### config.mk
export PLATFORM = sky130hd
export DESIGN_NAME = draw_compositor_flat
export DESIGN_NICKNAME = d
export VERILOG_FILES = /design/src/rtl/draw_compositor_if.sv /design/src/rtl/draw_compositor.sv /design/src/flat_wrapper.sv
export SDC_FILE = /design/constraint.sdc
export NUM_CORES = 1
export LEC_CHECK = 0
export BUFFER_PORTS_ARGS = -buffer_cell sky130_fd_sc_hd__buf_2
export CAP_MARGIN = 30
export CORE_MARGIN = 3
export CORE_UTILIZATION = 52
export DETAILED_ROUTE_END_ITERATION = 10
export GPL_TIMING_DRIVEN = 0
export PLACE_DENSITY = 0.8
export REMOVE_ABC_BUFFERS = 1
export SETUP_SLACK_MARGIN = 0.1
export SLEW_MARGIN = 25
export SYNTH_ARGS = -nofsm -noshare
export SYNTH_HDL_FRONTEND = slang
export SYNTH_SLANG_ARGS = --single-unit
### constraint.sdc
create_clock -name clk -period 3.5 [get_ports clk]
set_clock_uncertainty 0.2 [all_clocks]
set_input_delay 0.35 -clock clk [delete_from_list [all_inputs] [get_ports clk]]
set_output_delay 0.35 -clock clk [all_outputs]
set_load 0.05 [all_outputs]
### src/rtl/draw_compositor_if.sv
// Sprite-side bus of the pixel compositor: per-layer hits and colours in,
// composited pixel, hit information and blink status out.
interface draw_compositor_if #(
  parameter int NUM_LAYERS = 17,
  parameter int COLOR_W    = 3
);
  localparam int IDX_W = (NUM_LAYERS > 1) ? $clog2(NUM_LAYERS) : 1;

  logic                          pix_tick;
  logic                          video_on;
  logic [9:0]                    hcount;
  logic [9:0]                    vcount;
  logic [NUM_LAYERS-1:0]         layer_on;
  logic [NUM_LAYERS*COLOR_W-1:0] layer_rgb;
  logic [NUM_LAYERS-1:0]         blink_mask;
  logic                          hl_en;
  logic [IDX_W-1:0]              hl_idx;

  logic [COLOR_W-1:0]            rgb;
  logic [NUM_LAYERS-1:0]         sel;
  logic                          hit_valid;
  logic [IDX_W-1:0]              hit_idx;
  logic                          blink_phase;
  logic                          frame_start;

  // Sprite generators / sync side.
  modport master (
    output pix_tick, video_on, hcount, vcount, layer_on, layer_rgb,
           blink_mask, hl_en, hl_idx,
    input  rgb, sel, hit_valid, hit_idx, blink_phase, frame_start
  );

  // Compositor side.
  modport slave (
    input  pix_tick, video_on, hcount, vcount, layer_on, layer_rgb,
           blink_mask, hl_en, hl_idx,
    output rgb, sel, hit_valid, hit_idx, blink_phase, frame_start
  );
endinterface

### src/rtl/draw_compositor.sv
// Two-stage pixel compositor: blink/blank masking in stage 1, fixed-priority
// layer resolve with cursor highlight in stage 2, plus a per-frame blink engine.
module draw_compositor #(
  parameter int                NUM_LAYERS   = 17,
  parameter int                COLOR_W      = 3,
  parameter int                BLINK_FRAMES = 30,
  parameter logic [COLOR_W-1:0] BG_COLOR    = 3'b000,
  parameter logic [COLOR_W-1:0] HL_XOR      = 3'b111
) (
  input  logic            clk,
  input  logic            reset,
  draw_compositor_if.slave bus
);
  localparam int IDX_W = (NUM_LAYERS > 1) ? $clog2(NUM_LAYERS) : 1;
  localparam int CNT_W = (BLINK_FRAMES > 1) ? $clog2(BLINK_FRAMES) : 1;

  // Stage 1 registers
  logic [NUM_LAYERS-1:0]         s1_on;
  logic [NUM_LAYERS*COLOR_W-1:0] s1_rgb;
  logic                          s1_video;
  logic                          s1_hl_en;
  logic [IDX_W-1:0]              s1_hl_idx;

  // Stage 2 (output) registers
  logic [COLOR_W-1:0]            rgb_q;
  logic [NUM_LAYERS-1:0]         sel_q;
  logic                          hit_valid_q;
  logic [IDX_W-1:0]              hit_idx_q;

  // Blink engine
  logic [CNT_W-1:0]              frame_cnt;
  logic                          blink_q;
  logic                          boundary;

  // Combinational intermediates
  logic [NUM_LAYERS-1:0]         eff_in;
  logic                          win_valid;
  logic [IDX_W-1:0]              win_idx;
  logic [COLOR_W-1:0]            win_rgb;
  logic                          hl_hit;
  logic [COLOR_W-1:0]            comp_rgb;

  assign boundary        = bus.pix_tick && (bus.hcount == '0) && (bus.vcount == '0);
  // Same-cycle pulse, gated so it reads 0 while reset is held.
  assign bus.frame_start = boundary && !reset;
  assign bus.blink_phase = blink_q;
  assign bus.rgb         = rgb_q;
  assign bus.sel         = sel_q;
  assign bus.hit_valid   = hit_valid_q;
  assign bus.hit_idx     = hit_idx_q;

  // Hide blinking layers during the off phase and everything outside the visible area.
  always_comb begin
    // NOTE: every always_comb output gets a default first so no path can infer a latch.
    eff_in = '0;
    if (bus.video_on)
      eff_in = bus.layer_on & ~(bus.blink_mask & {NUM_LAYERS{blink_q}});
  end

  // Stage 1: capture masked hits and the attributes that travel with them.
  always_ff @(posedge clk or posedge reset) begin
    // NOTE: sequential state uses non-blocking assignments so every register samples pre-edge values.
    if (reset) begin
      s1_on     <= '0;
      s1_rgb    <= '0;
      s1_video  <= 1'b0;
      s1_hl_en  <= 1'b0;
      s1_hl_idx <= '0;
    end else if (bus.pix_tick) begin
      s1_on     <= eff_in;
      s1_rgb    <= bus.layer_rgb;
      s1_video  <= bus.video_on;
      s1_hl_en  <= bus.hl_en;
      s1_hl_idx <= bus.hl_idx;
    end
  end

  // Blink engine: count frames, flip the phase every BLINK_FRAMES boundaries.
  // The new phase is seen by stage 1 from the tick after the boundary onward.
  always_ff @(posedge clk or posedge reset) begin
    if (reset) begin
      frame_cnt <= '0;
      blink_q   <= 1'b0;
    end else if (boundary) begin
      if (frame_cnt == CNT_W'(BLINK_FRAMES - 1)) begin
        frame_cnt <= '0;
        blink_q   <= !blink_q;
      end else begin
        frame_cnt <= frame_cnt + CNT_W'(1);
      end
    end
  end

  // Priority resolve: ascending scan, so the highest set index is the last to win.
  always_comb begin
    win_valid = 1'b0;
    win_idx   = '0;
    win_rgb   = '0;
    for (int i = 0; i < NUM_LAYERS; i++) begin
      if (s1_on[i]) begin
        win_valid = 1'b1;
        win_idx   = IDX_W'(i);
        win_rgb   = s1_rgb[i*COLOR_W +: COLOR_W];
      end
    end
  end

  // Highlight and background selection. win_idx is always < NUM_LAYERS,
  // so an out-of-range hl_idx can never match.
  always_comb begin
    hl_hit   = s1_hl_en && win_valid && (s1_hl_idx == win_idx);
    comp_rgb = s1_video ? BG_COLOR : '0;
    if (win_valid)
      comp_rgb = hl_hit ? (win_rgb ^ HL_XOR) : win_rgb;
  end

  // Stage 2: register the composited pixel and hit information.
  always_ff @(posedge clk or posedge reset) begin
    if (reset) begin
      rgb_q       <= '0;
      sel_q       <= '0;
      hit_valid_q <= 1'b0;
      hit_idx_q   <= '0;
    end else if (bus.pix_tick) begin
      rgb_q       <= comp_rgb;
      sel_q       <= s1_on;
      hit_valid_q <= win_valid;
      hit_idx_q   <= win_idx;
    end
  end
endmodule

### src/flat_wrapper.sv
// flat-port wrapper written by rule: the top's interface ports become plain ports
module draw_compositor_flat 
#(
  parameter int                NUM_LAYERS   = 17,
  parameter int                COLOR_W      = 3,
  parameter int                BLINK_FRAMES = 30,
  parameter logic [COLOR_W-1:0] BG_COLOR    = 3'b000,
  parameter logic [COLOR_W-1:0] HL_XOR      = 3'b111
)
  (clk, reset, bus_pix_tick, bus_video_on, bus_hcount, bus_vcount, bus_layer_on, bus_layer_rgb, bus_blink_mask, bus_hl_en, bus_hl_idx, bus_rgb, bus_sel, bus_hit_valid, bus_hit_idx, bus_blink_phase, bus_frame_start);
  draw_compositor_if #(.NUM_LAYERS(NUM_LAYERS), .COLOR_W(COLOR_W)) bus_i ();
  input  logic clk;
  input  logic reset;
  input wire logic [$bits(bus_i.pix_tick)-1:0] bus_pix_tick;
  input wire logic [$bits(bus_i.video_on)-1:0] bus_video_on;
  input wire logic [$bits(bus_i.hcount)-1:0] bus_hcount;
  input wire logic [$bits(bus_i.vcount)-1:0] bus_vcount;
  input wire logic [$bits(bus_i.layer_on)-1:0] bus_layer_on;
  input wire logic [$bits(bus_i.layer_rgb)-1:0] bus_layer_rgb;
  input wire logic [$bits(bus_i.blink_mask)-1:0] bus_blink_mask;
  input wire logic [$bits(bus_i.hl_en)-1:0] bus_hl_en;
  input wire logic [$bits(bus_i.hl_idx)-1:0] bus_hl_idx;
  output wire logic [$bits(bus_i.rgb)-1:0] bus_rgb;
  output wire logic [$bits(bus_i.sel)-1:0] bus_sel;
  output wire logic [$bits(bus_i.hit_valid)-1:0] bus_hit_valid;
  output wire logic [$bits(bus_i.hit_idx)-1:0] bus_hit_idx;
  output wire logic [$bits(bus_i.blink_phase)-1:0] bus_blink_phase;
  output wire logic [$bits(bus_i.frame_start)-1:0] bus_frame_start;
  assign bus_i.pix_tick = bus_pix_tick;
  assign bus_i.video_on = bus_video_on;
  assign bus_i.hcount = bus_hcount;
  assign bus_i.vcount = bus_vcount;
  assign bus_i.layer_on = bus_layer_on;
  assign bus_i.layer_rgb = bus_layer_rgb;
  assign bus_i.blink_mask = bus_blink_mask;
  assign bus_i.hl_en = bus_hl_en;
  assign bus_i.hl_idx = bus_hl_idx;
  assign bus_rgb = bus_i.rgb;
  assign bus_sel = bus_i.sel;
  assign bus_hit_valid = bus_i.hit_valid;
  assign bus_hit_idx = bus_i.hit_idx;
  assign bus_blink_phase = bus_i.blink_phase;
  assign bus_frame_start = bus_i.frame_start;
  draw_compositor #(.NUM_LAYERS(NUM_LAYERS), .COLOR_W(COLOR_W), .BLINK_FRAMES(BLINK_FRAMES), .BG_COLOR(BG_COLOR), .HL_XOR(HL_XOR)) u_core (.clk(clk), .reset(reset), .bus(bus_i));
endmodule
* After elaboration in Yosys (flattened, before gate mapping)
Index checks and enable logic that the tools add are counted.
** Operators by class
- Reduce and logical (&&, ||, !) cells :: 10
- Multiply operators :: 0
- Equality and inequality tests :: 2
- Multiplexer cells :: 54
- Divide/modulo/power cells :: 0
- Bitwise logic cells :: 4
- Add/subtract/negate cells :: 1
- Magnitude comparators :: 0
- Shifts and indexed selects :: 0
** Operators with widths (number)
- 2-to-1 mux 3 bit :: 23
- AND 17 bit :: 2
- 2-to-1 mux 4 bit :: 8
- logical NOT 10 bit :: 2
- 2-to-1 mux 1 bit :: 18
- 2-to-1 mux 17 bit :: 1
- NOT 17 bit :: 1
- 2-to-1 mux 5 bit :: 2
- adder 5 x 1 -> 5 bit, second input constant :: 1
- == test 5 bit :: 1
- == test 5 bit, second input constant :: 1
- logical AND 1 bit :: 5
- 2-to-1 mux 2 bit :: 2
- NOT 3 bit :: 1
- logical NOT 1 bit :: 2
- AND reduction 2 bit :: 1
** Storage, ports and cells
- Bits in latches :: 0
- Flip-flop bits (word level) :: 106
- Logic and storage cells :: 81
- Memory bits (read-only) :: 0
- Memories kept :: 0
- Memory bits (writable) :: 0

* Longest topological paths before layout
Gate-level depths: netlist (run 1).
- Depth after elaboration :: 21
- Mapped depth :: 8

* Least setup slack after synthesis (run 1)
No wires, ideal clock.
- Path type :: input port to output port
- Start point :: input bus_vcount[3]
- End point :: output bus_frame_start
- Arrival :: 2.223 ns
- Slack :: 0.727 ns
- Stages on the path :: 3
- Path buffers :: 0
- Required time :: 2.950 ns
- Path through :: nor4_1 > nand2_1 > nor4_1
** On the way
- Longest elaborated chain between the ends :: 3
** RTL lines
- start, declared :: RTL line flat_wrapper.sv:17 : input wire logic [$bits(bus_i.vcount)-1:0] bus_vcount;
- logical NOT 10 bit :: RTL line draw_compositor.sv:43 : assign boundary = bus.pix_tick && (bus.hcount == '0) && (bus.vcount == '0);
- logical AND 1 bit :: RTL line draw_compositor.sv:43
- logical AND 1 bit :: RTL line draw_compositor.sv:45 : assign bus.frame_start = boundary && !reset;
- end, declared :: RTL line flat_wrapper.sv:28 : output wire logic [$bits(bus_i.frame_start)-1:0] bus_frame_start;
Every way passes these cells.

* Worst setup path after layout (run 1)
- Start point :: register u_core.s1_on[8]
- End point :: register u_core.rgb_q[1], in the netlist u_core.bus.rgb[1]
** On the way
- Longest elaborated chain between the ends :: 13
- Elaborated cells between the ends (all ways) :: 33
- Those cells by class :: 1 x eq/ne; 29 x mux; 1 x bitwise; 2 x reduce/logical
** RTL lines
- start, declared :: RTL line draw_compositor.sv:18 : logic [NUM_LAYERS-1:0] s1_on;
- start signal, assigned :: RTL line draw_compositor.sv:70 : s1_on <= eff_in;
- 2-to-1 mux 4 bit or 2-to-1 mux 1 bit (tied branches) (8 in series) :: RTL line draw_compositor.sv:100 : if (s1_on[i]) begin
- 2-to-1 mux 5 bit or 2-to-1 mux 1 bit (tied branches) :: RTL line draw_compositor.sv:100
- == test 5 bit or logical AND 1 bit (tied branches) :: RTL line draw_compositor.sv:111 : hl_hit = s1_hl_en && win_valid && (s1_hl_idx == win_idx);
- logical AND 1 bit :: RTL line draw_compositor.sv:111
- 2-to-1 mux 3 bit :: RTL line draw_compositor.sv:114 : comp_rgb = hl_hit ? (win_rgb ^ HL_XOR) : win_rgb;
- 2-to-1 mux 3 bit (*) :: RTL line draw_compositor.sv:113 : if (win_valid)
- end signal, assigned :: RTL line draw_compositor.sv:125 : rgb_q <= comp_rgb;
- end, declared :: RTL line draw_compositor.sv:25 : logic [COLOR_W-1:0] rgb_q;
Mark *: on every way between the ends. The rest lies on a longest branch, timed or not.
A chain may end at the register's enable or synchronous reset.

==> metrics.csv, run 1 <==
stage,metric,value,unit
run_status,outcome,finished clean,
route,routed wire length,11.6,mm
clocking,CTS sink count,105,
sta,RSZ-0062 raised after global routing,false,
hold_path,Hold Startpoint,bus_layer_rgb[45],
floorplan,Die X,102,µm
critical_path,R2R Setup Slk,0.65,ns
sta,final slew viol count,0,
global_route,first-pass GRT wire length,18.3,mm
power,part of the power in the clock network,25.1,%
power,NetSw,0.000885,W
clocking,CTS buffer count,9,
floorplan,core area,0.00885,mm²
critical_path,max incr delay on CP,0.58,ns
critical_path,worst reg2reg path depth,7,
power,sequential power share,51.8,%
floorplan,Die Ht,102,µm
critical_path,WS Path Type,reg2reg,
placed_design,post-DP HPWL,8.58,mm
clocking,Max H-tree Level,3,
yosys,Post-synth EDFFs,0,
floorplan,I/O pins,143,
critical_path,crit end category,register,
critical_path,reg-to-reg endpoint,u_core.bus.rgb[1],
global_route,gr usage total,22.8,%
sta,Final period util,81.5,%
layout,fillers,750,
critical_path,Crit path required time,3.53,ns
yosys,Synth Instances,423,
floorplan,Die Area,0.0104,mm²
route,total iterations of the first detailed-routing run,4,
yosys,syn_area_per_cell,11.4,µm²
critical_path,CP top delay family,compound AO/OA/AOI/OAI gates,
clocking,TritonCTS clock tree,yes,
sta,Max Freq,0.350,GHz
global_route,initial antenna violation count,0,
sta,final setup vio count,0,
clocking,clk buf depth,2,
sta,worst hold margin,0.00594,ns
floorplan,starting density of the core,54.3,%
route,DRT antenna net count,0,
hold_path,hold path endpoint,u_core.s1_rgb[45],
route,wire per inst,17.2,µm
hold_path,min-delay worst type,in2reg,
placed_design,input/output buffers,142,
yosys,Mapped Area,0.00480,mm²
hold_path,Hold Path Stages,2,
power,Comb pwr share,23.1,%
layout,P&R area growth vs syn,21.8,%
route,DRC violations left,0,
route,Starting DRT DRC Count,184,
critical_path,worst-path fanout max,6,
run,Max-Cap Viols,0,
critical_path,crit-path cells,or4_1 -> o2111a_2 -> xnor2_1 -> o32a_1 -> a2111oi_4 -> xnor2_1 -> o22ai_1,
yosys,Synth async-reset ratio,100,%
global_route,vias in the first global route,3782,
route,via count,3770,
power,maximum VDD drop,0.000297,V
floorplan,row count,34,
route,Via density,5.59,
yosys,Synth cell types,42,
layout,ANT cells,0,
sta,worst slew pin tran,0.824,ns
power,Switching Fraction,32.1,%
yosys,"Seq/Total Area, Yosys",54.7,%
clocking,later-pin clock latency in the skew report,0.36,ns
sta,fin crit period,2.85,ns
critical_path,"Arr. time, crit path",2.88,ns
power,leak pwr,2.70,nW
power,post-layout power,0.00276,W
clocking,clock slew at reported path FFs,0.10,ns
yosys,Most used DFF post-synth,dfrtp_1,
sta,Max-slew headroom,45.1,%
layout,Nets,678,
clocking,CTS root buffer,clkbuf_8,
layout,share of post-route cells with drive strength above 1,42.2,%
global_route,GRT overflow,0,
critical_path,"most used cell, CP",xnor2_1,
power,power per standard cell area,471,mW/mm²
power,Internal,0.00187,W
global_route,largest net degree at the start of global routing,62,
critical_path,Worst setup SP type,register,
critical_path,WP buf/inv,0,
sta,Final Hold Viols,0,
critical_path,Critical R2R Launch,u_core.s1_on[8],
clocking,post-CTS setup buffer count,0,
placed_design,routability congestion estimate,0.869,
critical_path,CP max stage cell,or4_1,
yosys,register bit total from synthesis,105,
yosys,Yosys warning count,0,
cells in the mapped netlist, types with 6 or more instances:
cell	instances	area (µm²)
clkbuf_1	18	67.6
nor2_1	18	67.6
nand3_1	20	100
inv_1	26	97.6
a221oi_1	6	52.6
nor3_1	8	40.0
nor2b_1	6	37.5
a21oi_1	8	40.0
dfrtp_1	105	2630
nand2_1	31	116
nor4_1	6	37.5
xnor2_1	6	52.6
o21ai_0	33	165
o22ai_1	9	56.3
mux2_2	76	856
metrics by stage:
stage / util, % / TNS (ns) / std cells / setup WS, ns / area (µm²)
2_1_floorplan: - / 0 / 401 / 0.189 / 4720
3_3_place_gp: 62.9 / -97.91 / 651 / -0.936 / 5560
3_5_place_dp: 63.6 / 0 / 653 / 0.659 / 5630
4_1_cts: 66.0 / 0 / 673 / 0.653 / 5840
5_1_grt: 66.2 / 0 / 674 / 0.492 / 5850
6_report: 66.2 / 0 / 674 / 0.646 / 5850
per-layer routing:
| metal | vias to the layer above | part of all wire [%] | track usage (%) | wire length [µm] |
|---|---|---|---|---|
| met5 | - | 0 | 0 | 0 |
| met4 | 0 | 1.4 | 5.35 | 162 |
| met3 | 11 | 6.1 | 4.57 | 707 |
| met2 | 127 | 50 | 38.2 | 5760 |
| met1 | 1835 | 43 | 31.0 | 4930 |
| li1 | 1797 | - | - | - |
state kept, by name (all words and copies together), names as in the netlist:
name,count
u_core.frame_cnt,5
u_core.bus.blink_phase,1
u_core.s1_rgb,51
u_core.bus.hit_idx,4
u_core.s1_hl_idx,5
u_core.s1_on,17
u_core.bus.rgb,3
u_core.bus.hit_valid,1
u_core.s1_hl_en,1
u_core.bus.sel,17
final cells by class:
type	count	area [µm²]	share of cell area (%)
well taps	108	135	2.31
multi-input cells	270	1990	34.0
repair buffers	149	822	14.0
clock buffers	13	149	2.54
clock inverters	3	26.3	0.449
inverters	26	103	1.75
flip-flops and latches	105	2630	44.9
worst max path at each step:
| stage | startpoint | endpoint | slack [ns] | depth (start not counted) |
|---|---|---|---|---|
| global placement | reset | u_core.bus.hit_valid | -0.94 | 2 |
| floorplan | reset | u_core.bus.blink_phase | 0.19 | 1 |
| CTS | u_core.s1_on[9] | u_core.bus.rgb[2] | 0.65 | 7 |
| finish | u_core.s1_on[8] | u_core.bus.rgb[1] | 0.65 | 7 |
| global route | u_core.s1_on[11] | u_core.bus.rgb[1] | 0.49 | 7 |
| detailed placement | u_core.s1_on[8] | u_core.bus.rgb[2] | 0.66 | 7 |
cells by family after synthesis:
| family | count (synthesis) | share of synthesized area [%] |
|---|---|---|
| AND/OR/NAND/NOR | 102 | 10.4 |
| buffers and inverters | 48 | 3.85 |
| XOR/XNOR | 7 | 1.28 |
| multiplexers | 76 | 17.8 |
| AO/OA/AOI/OAI | 83 | 11.5 |
| adder cells (fa/ha/maj) | 2 | 0.521 |
| flip-flops | 105 | 54.7 |
layout by cell type (no fill, tap or decap), types with 4 or more instances in the layout:
cell type      instances
nor2b_1                6
a22oi_1                4
clkbuf_8              10
nor2_1                18
o31ai_1                4
o22ai_1                9
dlygate4sd3_1          5
buf_2                141
nor3_1                 8
nand2_1               31
a21oi_1                8
o21ai_0               33
o221ai_1               4
a221oi_1               6
xnor2_1                6
mux2_2                76
nand3_1               20
nor4_1                 6
dfrtp_1              105
inv_1                 25
power by group through the flow:
stage | logic (W) | clock network [W] | registers [W]
after floorplan | 0.000273 | 0 | 0.00158
after global placement | 0.000617 | 0 | 0.00144
after detailed placement | 0.000637 | 0 | 0.00145
after CTS | 0.000642 | 0.000704 | 0.00143
after global routing | 0.000688 | 0.000756 | 0.00145
final | 0.000637 | 0.000691 | 0.00143
timing repair:
action | 4_1_cts | 5_1_grt
gates resized for setup | 0 | 0
endpoints found under the hold margin | 50 | 1
hold buffers | 4 | 1
worst reg2reg max path, delay by kind of cell, from the launching register on:
kind,cells,cell delay [ns]
and+or+nand+nor,1,0.58
AOI/OAI and AO/OA,4,1.20
DFF,1,0.45
xor gates and xnor gates,2,0.31
(Power assumes the default switching activity.)
==> run 2, diff against run 1 <==
--- a/config.mk
+++ b/config.mk
@@ -5,6 +5,7 @@
 export SDC_FILE = /design/constraint.sdc
 export NUM_CORES = 1
 export LEC_CHECK = 0
+export ABC_AREA = 1
 export BUFFER_PORTS_ARGS = -buffer_cell sky130_fd_sc_hd__buf_2
 export CAP_MARGIN = 30
 export CORE_MARGIN = 3
==> constraint.sdc (replaced) <==
create_clock -name clk -period 2.7 [get_ports clk]
set_clock_uncertainty 0.2 [all_clocks]
set_input_delay 0.27 -clock clk [delete_from_list [all_inputs] [get_ports clk]]
set_output_delay 0.27 -clock clk [all_outputs]
set_load 0.05 [all_outputs]
==> metrics.csv, run 2 <==
stage,metric,value,unit
run_status,outcome,finished clean,
floorplan,Die X,103,µm
sta,Final period util,86.7,%
route,Starting DRT DRC Count,268,
clocking,later-pin clock latency in the skew report,0.37,ns
layout,P&R area growth vs syn,37.6,%
clocking,clock slew at reported path FFs,0.09,ns
placed_design,routability congestion estimate,0.793,
yosys,syn_area_per_cell,7.96,µm²
sta,fin crit period,2.34,ns
layout,share of post-route cells with drive strength above 1,23.1,%
clocking,CTS root buffer,clkbuf_8,
power,leak pwr,3.49,nW
layout,max reg flops,51,
yosys,Synth top area share,53.4,%
floorplan,I/O pins,143,
yosys,Synth top cells by count,"nand2_1 (233), dfrtp_1 (105), o21ai_0 (74), inv_1 (46), clkbuf_1 (24)",
layout,most frequent cells in the layout,"nand2_1 (233), buf_2 (141), dfrtp_1 (105)",
yosys,register bit total from synthesis,105,
layout,Multi-input gate area,0.00193,mm²
critical_path,crit end category,output pin,
yosys,Synth async-reset ratio,100,%
clocking,CTS sink count,105,
global_route,largest net degree at the start of global routing,77,
route,total iterations of the first detailed-routing run,5,
clocking,Max H-tree Level,3,
floorplan,starting density of the core,55.0,%
floorplan,Die Area,0.0107,mm²
critical_path,max incr delay on CP,0.34,ns
critical_path,crit-path cells,buf_6 -> inv_6 -> nor3b_1 -> nand3_1 -> nor2_1 -> buf_2,
floorplan,row count,34,
critical_path,WP buf/inv,3,
sta,final setup vio count,0,
yosys,Mapped Area,0.00492,mm²
layout,fin util,75.7,%
sta,RSZ-0062 raised after global routing,false,
critical_path,Crit path required time,2.23,ns
critical_path,Worst setup SP type,primary input,
route,wire per inst,14.7,µm
yosys,Most used DFF post-synth,dfrtp_1,
layout,"commonest non-fill, non-tap cell in the layout",nand2_1,
layout,fillers,645,
sta,worst hold margin,0.0138,ns
route,DRT antenna net count,0,
yosys,Synth area leaders,"dfrtp_1 (53%), nand2_1 (18%), o21ai_0 (7.5%), inv_1 (3.5%), nand4_1 (2.4%)",
critical_path,worst-path fanout max,76,
sta,Max Freq,0.427,GHz
sta,TNS Setup,0,ns
power,maximum VDD drop,0.000305,V
clocking,TritonCTS clock tree,yes,
global_route,gr usage total,26.5,%
clocking,post-CTS setup buffer count,0,
global_route,first-pass GRT wire length,22.2,mm
global_route,initial antenna violation count,0,
layout,final instance area,0.00677,mm²
power,power per standard cell area,570,mW/mm²
critical_path,"Arr. time, crit path",1.87,ns
run,Max-Cap Viols,0,
sta,Max-slew headroom,46.0,%
route,DRC violations left,0,
critical_path,WS Path Type,in2out,
clocking,clk buf depth,2,
floorplan,core area,0.00893,mm²
layout,ANT cells,0,
layout,Nets,943,
yosys,Synth cell types,32,
global_route,GRT overflow,0,
route,routed wire length,13.8,mm
hold_path,min-delay worst type,in2reg,
layout,Storage cell area,0.00263,mm²
sta,final slew viol count,0,
placed_design,post-DP HPWL,8.76,mm
placed_design,DP Area,0.00571,mm²
yosys,"area leader, netlist",dfrtp_1,
global_route,vias in the first global route,4796,
layout,"Most flops, register",u_core.s1_rgb,
yosys,Synth Instances,618,
clocking,CTS buffer count,9,
critical_path,CP max stage cell,buf_6,
route,Via density,5.25,
route,via count,4933,
yosys,Post-synth EDFFs,0,
critical_path,CP top delay family,buffers and inverters,
yosys,"Seq/Total Area, Yosys",53.4,%
sta,worst slew pin tran,0.810,ns
sta,Final Hold Viols,0,
yosys,Yosys warning count,0,
floorplan,Die Ht,103,µm
yosys,"count leader, synth",nand2_1,
placed_design,input/output buffers,142,
-- run 2: cell count changes after synthesis, moves of 14 or more --
cell,change
inv_2,+14
mux2_2,-76
nand4_1,+18
nand2_1,+202
inv_1,+20
o21ai_0,+41
-- run 2: area by class of cell --
| type | instances | share of cell area [%] |
|---|---|---|
| clock inverter | 7 | 1.76 |
| tap | 108 | 2.00 |
| inverter | 64 | 3.75 |
| clock buffer | 9 | 1.83 |
| timing repair buffer | 225 | 23.3 |
| sequential | 105 | 38.8 |
| multi-input combinational | 421 | 28.6 |
-- run 2: worst paths after layout --
| path | slack (ns) | endpoint | cells past startpoint | startpoint |
|---|---|---|---|---|
| setup / recovery | 0.36 | bus_frame_start | 6 | bus_pix_tick |
| hold / removal | 0.01 | u_core.s1_on[0] | 4 | bus_blink_mask[0] |
| setup reg to reg | 0.57 | u_core.bus.rgb[0] | 14 | u_core.s1_on[15] |
| hold reg to reg | 0.28 | u_core.s1_rgb[27] | 2 | u_core.s1_rgb[27] |
| max in group asynchronous | 1.37 | u_core.s1_on[16] | 4 | reset |
| min in group asynchronous | 0.31 | u_core.frame_cnt[1] | 3 | reset |
-- run 2: per-stage QoR --
| stage | std cells | total power (W) | setup WS, ns |
|---|---|---|---|
| 2_1_floorplan | 590 | 0.00234 | -0.531 |
| 3_3_place_gp | 840 | 0.00259 | -2.24 |
| 3_5_place_dp | 842 | 0.00263 | 0.0637 |
| 4_1_cts | 939 | 0.00386 | 0.108 |
| 5_1_grt | 939 | 0.00403 | 0.208 |
| 6_report | 939 | 0.00386 | 0.360 |
-- run 2: tightest hold or removal path, cell delays in order --
cell and delay, ns:
buf_2 0.08, nand2_1 0.04, nand4_1 0.05, o21ai_0 0.08
-- run 2: cells by family (layout without fill, tap and decap cells) --
kind of cell / count (synthesis) / after routing / synth area share (%)
compound gates: 106 / 106 / 11.7
flops: 105 / 105 / 53.4
xor+xnor: 3 / 3 / 0.534
simple gates: 310 / 310 / 26.5
fa+ha+maj: 2 / 2 / 0.509
buf+inv: 92 / 305 / 7.28
-- run 2: timing repair --
| item | 4_1_cts | 5_1_grt |
|---|---|---|
| setup endpoints to repair | 0 | 1 |
| endpoints found under the hold margin | 124 | 0 |
| hold buffers | 81 | 0 |
| gates resized for setup | 0 | 2 |
-- run 2: where the power goes --
part | switching (W) | internal, W | total (W)
sequential | 0.0000904 | 0.00171 | 0.00180
combinational | 0.000573 | 0.000321 | 0.000893
clock | 0.000544 | 0.000616 | 0.00116
-- run 2: metal layers --
layer	GRT usage, %	vias up	part of all wire (%)
met1	34.2	2330	42
met4	9.36	0	2.0
met2	46.1	178	51
met3	3.42	30	5.4
met5	0	-	0
li1	-	2395	-
==> run 3, diff against run 2 <==
--- a/config.mk
+++ b/config.mk
@@ -9,10 +9,9 @@
 export BUFFER_PORTS_ARGS = -buffer_cell sky130_fd_sc_hd__buf_2
 export CAP_MARGIN = 30
 export CORE_MARGIN = 3
-export CORE_UTILIZATION = 52
+export CORE_UTILIZATION = 33
 export DETAILED_ROUTE_END_ITERATION = 10
 export GPL_TIMING_DRIVEN = 0
-export PLACE_DENSITY = 0.8
 export REMOVE_ABC_BUFFERS = 1
 export SETUP_SLACK_MARGIN = 0.1
 export SLEW_MARGIN = 25
==> metrics.csv, run 3 (synthesis gave the netlist of run 2 again) <==
stage,metric,value,unit
route,via count,4596,
route,DRT antenna net count,0,
clocking,CTS root buffer,clkbuf_16,
sta,fin crit period,2.32,ns
critical_path,Crit path required time,2.23,ns
power,maximum VDD drop,0.000355,V
power,Switching Fraction,30.2,%
clocking,CTS sink count,105,
layout,"Most flops, register",u_core.s1_rgb,
layout,fin util,47.9,%
placed_design,input/output buffers,142,
route,wire per inst,14.0,µm
power,Comb pwr share,21.9,%
critical_path,Critical R2R Launch,u_core.s1_on[1],
sta,Final Hold Viols,0,
route,DRC violations left,0,
critical_path,reg-to-reg endpoint,u_core.bus.rgb[1],
route,routed wl met3,611,µm
floorplan,row count,43,
floorplan,Die X,128,µm
layout,"commonest non-fill, non-tap cell in the layout",nand2_1,
placed_design,DP Worst Slack,0.237,ns
hold_path,min-delay worst type,in2reg,
critical_path,max incr delay on CP,0.28,ns
sta,worst slew pin tran,0.931,ns
critical_path,"Arr. time, crit path",1.85,ns
clocking,post-CTS setup buffer count,0,
run,Max-Cap Viols,0,
floorplan,I/O pins,143,
clocking,CTS buffer count,9,
clocking,later-pin clock latency in the skew report,0.34,ns
layout,max reg flops,51,
floorplan,Die Area,0.0164,mm²
power,part of the power in the clock network,33.5,%
critical_path,worst-path fanout max,52,
critical_path,CP max stage cell,buf_2,
critical_path,worst reg2reg path depth,15,
critical_path,crit end category,output pin,
sta,worst setup margin,0.385,ns
sta,final setup vio count,0,
sta,Max Freq,0.432,GHz
route,total iterations of the first detailed-routing run,4,
route,Highest Signal Layer,met4,
floorplan,core area,0.0142,mm²
clocking,CTS-repair resized insts,0,
hold_path,Hold Startpoint,bus_layer_on[4],
global_route,GRT overflow,0,
sta,final slew viol count,0,
power,power per standard cell area,593,mW/mm²
layout,P&R area growth vs syn,38.2,%
clocking,TritonCTS clock tree,yes,
critical_path,crit-path cells,buf_6 -> buf_16 -> inv_4 -> nor3b_1 -> nand3_1 -> nor2_1 -> buf_2,
floorplan,starting density of the core,34.6,%
global_route,largest net degree at the start of global routing,104,
clocking,Max H-tree Level,3,
clocking,clk buf depth,2,
layout,ANT cells,0,
power,leak pwr,3.49,nW
critical_path,Worst setup SP type,primary input,
route,met2 wire length,6.63,mm
power,NetSw,0.00122,W
placed_design,# placed instances,915,
global_route,first-pass GRT wire length,22.1,mm
clocking,clock slew at reported path FFs,0.07,ns
route,Metal-1 WL,6.52,mm
global_route,initial antenna violation count,0,
route,Starting DRT DRC Count,156,
power,Internal,0.00281,W
layout,fin cells,994,
sta,Final period util,85.7,%
hold_path,hold path endpoint,u_core.s1_on[4],
run_status,outcome,finished clean,
hold_path,Hold Path Stages,3,
critical_path,WS Path Type,in2out,
power,sequential power share,44.7,%
placed_design,post-DP HPWL,9.27,mm
critical_path,R2R Setup Slk,0.59,ns
layout,Nets,928,
sta,Max-slew headroom,37.9,%
route,Via density,4.62,
floorplan,Die Ht,128,µm
layout,most frequent cells in the layout,"nand2_1 (233), buf_2 (141), dfrtp_1 (105)",
placed_design,routability congestion estimate,0.730,
route,routed wire length,13.9,mm
global_route,vias in the first global route,4475,
sta,RSZ-0062 raised after global routing,false,
layout,share of post-route cells with drive strength above 1,23.6,%
global_route,gr usage total,16.9,%
run 3: power by group through the flow:
stage	registers, W	logic (W)	clock network (W)
2_1_floorplan	0.00199	0.000351	0
3_3_place_gp	0.00183	0.000795	0
3_5_place_dp	0.00183	0.000816	0
4_1_cts	0.00180	0.000888	0.00139
5_1_grt	0.00182	0.000989	0.00144
6_report	0.00180	0.000882	0.00135
run 3: critical path: cells and delay by family:
| family | cells | cell delay [ns] |
|---|---|---|
| buffers and inverters | 4 | 0.92 |
| and+or+nand+nor | 3 | 0.62 |
run 3: what timing repair did:
item,4_1_cts,5_1_grt
endpoints found under the setup margin,0,1
hold endpoints to repair,112,0
hold buffers,64,0
run 3: through the flow:
step                area [µm²]  setup TNS [ns]  hold WS [ns]  total power (W)
finish                    6800               0        0.0102          0.00403
global route              6800               0        0.0306          0.00425
CTS                       6770               0      0.000885          0.00408
detailed placement        5830               0         0.144          0.00264
global placement          5740         -308.99         0.253          0.00262
floorplan                 4800          -55.71         0.177          0.00234
run 3: worst max path at each step:
stage                      start                     end  slack, ns  cells after the start
floorplan                  reset  u_core.bus.blink_phase      -0.53                      1
global route        bus_pix_tick         bus_frame_start       0.21                      7
global placement    bus_pix_tick         bus_frame_start      -2.68                      6
detailed placement  bus_pix_tick         bus_frame_start       0.24                      7
CTS                 bus_pix_tick         bus_frame_start       0.23                      7
finish              bus_pix_tick         bus_frame_start       0.38                      7
run 3: per-layer routing:
metal	track usage, %	vias up
met2	28.4	117
met4	3.87	0
met1	22.5	2094
met3	3.54	7
met5	0	-
li1	-	2378
run 3: cell type report:
cell class                 count  area [µm²]
fill                        1455        7410
clock buffer                  12         267
tap                          180         225
multi-input combinational    421        1930
clock inverter                 2        37.5
inverter                      64         251
sequential                   105        2630
timing repair buffer         210        1460
